**config.mk**
```make
export PLATFORM = sky130hd
export DESIGN_NAME = seg_scan
export DESIGN_NICKNAME = d
export VERILOG_FILES = /design/src/rtl/seg_scan.sv
export SDC_FILE = /design/constraint.sdc
export NUM_CORES = 1
export LEC_CHECK = 0
export CAP_MARGIN = 25
export CORE_ASPECT_RATIO = 0.9
export CORE_MARGIN = 2
export CORE_UTILIZATION = 25
export DETAILED_ROUTE_END_ITERATION = 10
export GPL_ROUTABILITY_DRIVEN = 0
export HOLD_SLACK_MARGIN = 0.08
export MAX_ROUTING_LAYER = met4
export SLEW_MARGIN = 5
export SYNTH_ARGS = -nofsm -noshare
export SYNTH_HDL_FRONTEND = slang
export SYNTH_SLANG_ARGS = --single-unit
```
**constraint.sdc**
```tcl
create_clock -name clk -period 2.5 [get_ports clk]
set_clock_uncertainty 0.2 [all_clocks]
set_input_delay 0.375 -clock clk [delete_from_list [all_inputs] [get_ports clk]]
set_output_delay 0.375 -clock clk [all_outputs]
set_load 0.01 [all_outputs]
```
**src/rtl/seg_scan.sv**
```systemverilog
// seg_scan: multiplexed display scan controller feeding a hex-to-7-segment decoder.
// It holds a DIGITS-wide hex value and shows one digit per slot of PRESCALE clocks.
// New values are double-buffered: they go to a shadow register and are committed
// only on a frame boundary, so a frame is never shown half-updated.
//
// Ports:
//   clk        system clock, rising edge
//   rst        asynchronous active-high reset
//   load       one-cycle write strobe for value/dp_mask/blank_lz
//   value      hex value; digit i = value[4i+3:4i], digit 0 is the rightmost digit
//   dp_mask    decimal point enable per digit
//   blank_lz   leading-zero blanking enable
//   nibble     code for the current digit (nibble[3] = decoder A)
//   digit_en   one-hot enable for the current digit; all-zero when blanked
//   dp         decimal point for the current digit
//   pending    a loaded value is waiting for the next frame boundary
//   frame_tick one-cycle pulse on the frame-boundary cycle
module seg_scan #(
  parameter int PRESCALE = 50000,
  parameter int DIGITS   = 4
) (
  input  logic                  clk,
  input  logic                  rst,
  input  logic                  load,
  input  logic [4*DIGITS-1:0]   value,
  input  logic [DIGITS-1:0]     dp_mask,
  input  logic                  blank_lz,
  output logic [3:0]            nibble,
  output logic [DIGITS-1:0]     digit_en,
  output logic                  dp,
  output logic                  pending,
  output logic                  frame_tick
);

  localparam int CW = (PRESCALE > 1) ? $clog2(PRESCALE) : 1;
  localparam int SW = $clog2(DIGITS);

  localparam logic [CW-1:0] CNT_LAST  = CW'(PRESCALE - 1);
  localparam logic [SW-1:0] SLOT_LAST = SW'(DIGITS - 1);

  logic [CW-1:0]         cnt;
  logic [SW-1:0]         slot;
  logic [4*DIGITS-1:0]   sh_value;
  logic [DIGITS-1:0]     sh_dp;
  logic                  sh_blz;
  logic [4*DIGITS-1:0]   disp_value;
  logic [DIGITS-1:0]     disp_dp;
  logic                  disp_blz;

  logic                  cnt_wrap;
  logic                  boundary;
  logic [DIGITS-1:0]     blank_vec;
  logic                  hi_zero;

  assign cnt_wrap   = (cnt == CNT_LAST);
  assign boundary   = cnt_wrap && (slot == SLOT_LAST);
  assign frame_tick = boundary;

  // Prescaler and slot counter
  always_ff @(posedge clk or posedge rst) begin
    if (rst) begin
      cnt  <= '0;
      slot <= '0;
    end else if (cnt_wrap) begin
      cnt  <= '0;
      slot <= (slot == SLOT_LAST) ? '0 : slot + SW'(1);
    end else begin
      cnt  <= cnt + CW'(1);
    end
  end

  // Shadow / display double buffer. A load landing on the boundary cycle
  // bypasses the shadow so it is visible on the very next cycle.
  always_ff @(posedge clk or posedge rst) begin
    if (rst) begin
      sh_value   <= '0;
      sh_dp      <= '0;
      sh_blz     <= 1'b0;
      disp_value <= '0;
      disp_dp    <= '0;
      disp_blz   <= 1'b0;
      pending    <= 1'b0;
    end else if (load) begin
      sh_value <= value;
      sh_dp    <= dp_mask;
      sh_blz   <= blank_lz;
      if (boundary) begin
        disp_value <= value;
        disp_dp    <= dp_mask;
        disp_blz   <= blank_lz;
        pending    <= 1'b0;
      end else begin
        pending    <= 1'b1;
      end
    end else if (boundary && pending) begin
      disp_value <= sh_value;
      disp_dp    <= sh_dp;
      disp_blz   <= sh_blz;
      pending    <= 1'b0;
    end
  end

  // Digit i is blanked when it and every higher digit are zero with no decimal
  // point lit; scanning from the top keeps that as a running AND. Digit 0 is
  // never blanked.
  always_comb begin
    blank_vec = '0;
    hi_zero   = 1'b1;
    for (int i = DIGITS - 1; i >= 1; i--) begin
      hi_zero      = hi_zero & (disp_value[4*i +: 4] == 4'h0) & ~disp_dp[i];
      blank_vec[i] = disp_blz & hi_zero;
    end
  end

  always_comb begin
    nibble   = disp_value[{slot, 2'b00} +: 4];
    digit_en = blank_vec[slot] ? '0 : (DIGITS'(1) << slot);
    dp       = disp_dp[slot] & ~blank_vec[slot];
  end

endmodule

```
Yosys cells after proc, flatten, opt, wreduce, memory -nomap -nowiden
Cells that the tools add are included.
Cells by class
  $lt $le $gt $ge: 1
  equality and inequality tests: 3
  reduce and logical (&&, ||, !) cells: 7
  bitwise operators: 13
  add/subtract/negate cells: 2
  shift operators: 2
  muxes and demuxes: 19
Operator list (number)
  two-way mux 16 bit: 4
  adder 16 x 1 -> 16 bit, second input constant: 1
  equality test 16 bit, second input constant: 1
  two-way mux 4 bit: 4
  variable part select 16 x 5 -> 4 bit: 1
  logical NOT 4 bit: 3
  AND 1 bit: 9
  two-way mux 1 bit: 8
  binary-select mux 1 bit (select 2 bit): 2
  inverter 1 bit: 4
  left shift 1 x 2 -> 4 bit, first input constant: 1
  less-than comparator 2 x 3 -> 1 bit, second input constant: 1
  adder 2 x 1 -> 2 bit, second input constant: 1
  equality test 2 bit, second input constant: 1
  logical AND 1 bit: 2
  two-way mux 2 bit: 1
  inequality test 2 x 1 -> 1 bit, second input constant: 1
  AND reduction 2 bit: 1
  nonzero test 2 bit: 1
Storage, ports and cells
  word-level logic and storage cells: 56
  output and inout bits: 11
  bits in registers: 61
  input port bits: 24

Depth between registers and ports, before layout
  word-level depth: 11
  depth in mapped cells: 6
  depth with buffers taken out: 5

Worst setup path before layout
Ideal clock, no wire load.
  path type: register -> output
  start: reg disp_value[9]
  end: out digit_en[1]
  arrival time: 1.518 ns
  cell stages (with the launch flop): 5
  path slack: 0.407 ns
  buffers on the path: 0
  path through: dfrtp_1 or4_1 o41ai_1 nand3_1 and3_1
On the way
  cells in the longest elaborated chain, start to end: 9
  elaborated cells on any way between the ends: 10
  those cells by class: 3 x mux; 6 x bitwise; 1 x reduce/logical
Ends and longest elaborated chain
  from (decl): RTL line 46  | logic [4*DIGITS-1:0] disp_value;
  from (signal assigned): RTL line 88  | disp_value <= value;
  from (signal assigned): RTL line 96  | disp_value <= sh_value;
  logical NOT 4 bit *: RTL line 110  | hi_zero = hi_zero & (disp_value[4*i +: 4] == 4'h0) & ~disp_dp[i];
  AND 1 bit * (2 in series): RTL line 110
  AND 1 bit (2 in series): RTL line 110
  AND 1 bit: RTL line 111  | blank_vec[i] = disp_blz & hi_zero;
  binary-select mux 1 bit (select 2 bit) *: RTL line 117  | digit_en = blank_vec[slot] ? '0 : (DIGITS'(1) << slot);
  two-way mux 1 bit (implied by the code) *: RTL line 117
  two-way mux 4 bit *: RTL line 117
  to (decl): RTL line 29  | output logic [DIGITS-1:0] digit_en,
Every way passes the cells marked *; elsewhere a longest branch is shown, timed or not. The select of a mux whose other input is x is not followed.

Worst setup path after layout
  start: reg disp_value[11]
  end: out digit_en[3]
Same word-level chain as after synthesis.

==> flow_summary_export.csv <==
group,metric,value,unit
status,outcome,"complete, but fails checks",
status,violations,"setup timing",
timing,fmax,0.386,GHz
drt,drt_pass1_iterations,4,
layout,drive_gt1_share,39.1,%
critical_path,worst_r2r_endpoint,"disp_value[14]",
die,start_util,25.7,%
timing,finalSetupViolations,3,
pwr,ir_worst_vdd,0.316,mV
critical_path,arrival,2.02,ns
drt,drt_drc_violations_left,0,
yosys,yosys.area.top_type,"dfrtp_1",
die,die_y,104,um
die,die_w,115,um
yosys,syn_inst,197,
pwr,p_sw_share,19.6,%
pwr,clkPwrFrac,54.2,%
yosys,synth_nets,226,
pwr,p_int,2.02,mW
timing,layout_setup_ws,-0.0928,ns
grt,antenna_found_initial,0,
clock_network,cts_tree,"built",
clock_network,numCtsBuffers,9,
critical_path,end_kind,"output pin",
grt,grt_pass1_vias,1818,
critical_path,r2r_cells,7,
timing,rsz0062_at_grt,"true",
drt,viasPerCell,4.40,
timing,period_share,104,%
critical_path,r2r-start,"cnt[0]",
yosys,ys.flop_type,"dfrtp_1",
layout,area_growth,37.8,%
clock_network,clkLatencyLatePin,0.32,ns
drt,wl_met3,268,um
clock_network,cts_max_level,3,
critical_path,worstSetupEndpoint,"digit_en[3]",
timing,maxSlewViolCount,0,
grt,globalRouteOverflowTotal,0,
die,core_area,10800,sq um
yosys,synth_seq_cells,61,
critical_path,start_kind,"flip-flop",
drt,vias,1732,
job,cap_violations,0,
yosys,synth-seq-area-share,55.0,%
pwr,power.share.sequential,41.0,%
place,place_area,3420,sq um
drt,drt_iter0_drc,123,
yosys,synthTopCellsByCount,"61 x dfrtp_1, 22 x mux2_2, 20 x mux2_4, 12 x nor2_1, 9 x nand2_1",
pwr,pwr-share-comb,4.9,%
yosys,synthTopCellsByArea,"dfrtp_1 55%, mux2_4 11%, mux2_2 8.9%",
grt,grt_max_degree,62,
yosys,yosysTopAreaCellShare,55.0,%
grt,track_usage,11.0,%
layout,n_antenna_cell,0,
drt,drt-wirelength-per-cell,15.1,um
drt,antenna_left,0,
die,dieArea,12000,sq um
die,rows,36,
yosys,synth-edff-count,0,
critical_path,ff2ff_setup_slack,0.32,ns
pwr,power_density,657,nW/um^2
yosys,avgSynthCellArea,14.1,sq um
timing,hold_viol,0,
yosys,synthArstFlopShare,100,%
place,io_buffers,34,
timing,worstMarginPinSlew,0.367,ns
layout,fillers,1047,
drt,wl_met1,2.77,mm
clock_network,clk_pin_slew,0.05,ns
layout,utilization,35.4,%
critical_path,path_class,"reg -> out",
clock_network,cts_hold_buf,0,
critical_path,path_max_fanout,3,
layout,fin_area,3820,sq um
critical_path,startpoint,"disp_value[11]",
worst_hold_path,min_path_type,"in -> async",
yosys,yosysWarnings,0,
place,hpwl,4.17,mm
drt,wl_met2,2.84,mm
clock_network,cts.sinks,61,
yosys,yosysMostFrequentCell,"dfrtp_1",
drt,highest_layer,"met4",
timing,fin_crit,2.59,ns
yosys,syn_area,2780,sq um
clock_network,cts-root-buf,"clkbuf_16",
pwr,p_leak,1.77,nW
clock_network,cts_buffer_depth,2,
die,pin_count,35,
critical_path,cp.required,1.92,ns
timing,slew_headroom,75.3,%
layout,final_nets,285,
drt,wl,5.95,mm
yosys,yosysUniqueCellTypes,33,
place,dp_worst_setup_slack,-0.210,ns
pwr,power_switching,493,uW
grt,grt_pass1_wl,9.74,mm
-- critical path, cell delays in order, from the launching register on --
cell	delay (ns)
dfrtp_1	0.37
or4_4	0.56
o41ai_4	0.31
nand3_2	0.15
and3_4	0.19
buf_6	0.11
-- through the flow --
step	instances	power, mW	setup TNS [ns]	hold slack, ns
3_3_place_gp	376	1.17	-0.590	0.284
5_1_grt	394	2.61	-0.468	0.278
4_1_cts	393	2.55	-0.335	0.255
2_1_floorplan	197	1.11	0	0.260
6_report	394	2.51	-0.255	0.241
3_5_place_dp	376	1.17	-0.621	0.289
-- sequential cells by signal (all words and copies together), names as in the netlist --
register	count
cnt	16
disp_value	16
sh_value	16
disp_dp	4
sh_dp	4
slot	2
disp_blz	1
pending	1
sh_blz	1
-- cells by family after synthesis --
logic type / Yosys count / share of synthesized area, %
mux: 48 / 24.2
flops: 61 / 55.0
simple gates: 55 / 11.7
xor+xnor: 11 / 3.47
buf+inv: 11 / 2.12
compound gates: 6 / 1.35
fa+ha+maj: 5 / 2.25
-- how the worst min path moves through the flow --
stage / start / end / depth (start not counted)
2_1_floorplan: cnt[14] / cnt[14] / 1
4_1_cts: rst / cnt[10] / 3
5_1_grt: rst / cnt[10] / 3
3_3_place_gp: sh_dp[2] / sh_dp[2] / 1
3_5_place_dp: sh_value[10] / sh_value[10] / 1
6_report: rst / cnt[10] / 3
-- what timing repair did --
action / CTS / global route
cloned: 0 / 0
gates resized for setup: 25 / 3
setup buffers: 1 / 1
pin swaps: 9 / 4
setup endpoints to repair: 9 / 6
-- routing by layer --
layer	GRT usage, %	vias to the layer above
li1	-	836
met1	13.8	850
met2	16.3	40
met4	3.87	0
met3	3.96	6
met5	-	-
-- layout by cell type (no fill, tap or decap), types with 3 or more instances in the layout --
master	Yosys	final
buf_12	0	3
and3_1	5	4
o21ai_0	3	3
nand3_1	4	3
mux4_2	5	5
inv_1	5	4
mux2_2	22	22
dfrtp_1	61	60
nand4_1	6	6
nor2_1	12	12
clkbuf_16	0	9
xnor2_1	6	6
ha_1	5	4
nand2_1	9	8
clkdlybuf4s50_1	0	29
xor2_1	5	5
buf_4	0	17
mux2_4	20	20
-- cell type report --
type | instances | area (sq um) | share of cell area [%]
repair buffers | 54 | 520 | 13.6
clock buffers | 11 | 253 | 6.61
inverters | 5 | 18.8 | 0.491
flip-flops and latches | 61 | 1530 | 39.9
clock inverters | 5 | 82.6 | 2.16
multi-input cells | 125 | 1260 | 32.8
well taps | 133 | 166 | 4.35
-- power groups by stage --
stage | registers (mW) | clock network [mW] | logic [mW]
after CTS | 1.03 | 1.40 | 0.128
final | 1.03 | 1.36 | 0.123
after global routing | 1.03 | 1.44 | 0.135
after global placement | 1.05 | 0 | 0.124
after detailed placement | 1.05 | 0 | 0.127
after floorplan | 1.04 | 0 | 0.0630
Note: power is estimated with default switching activity, not from simulation.
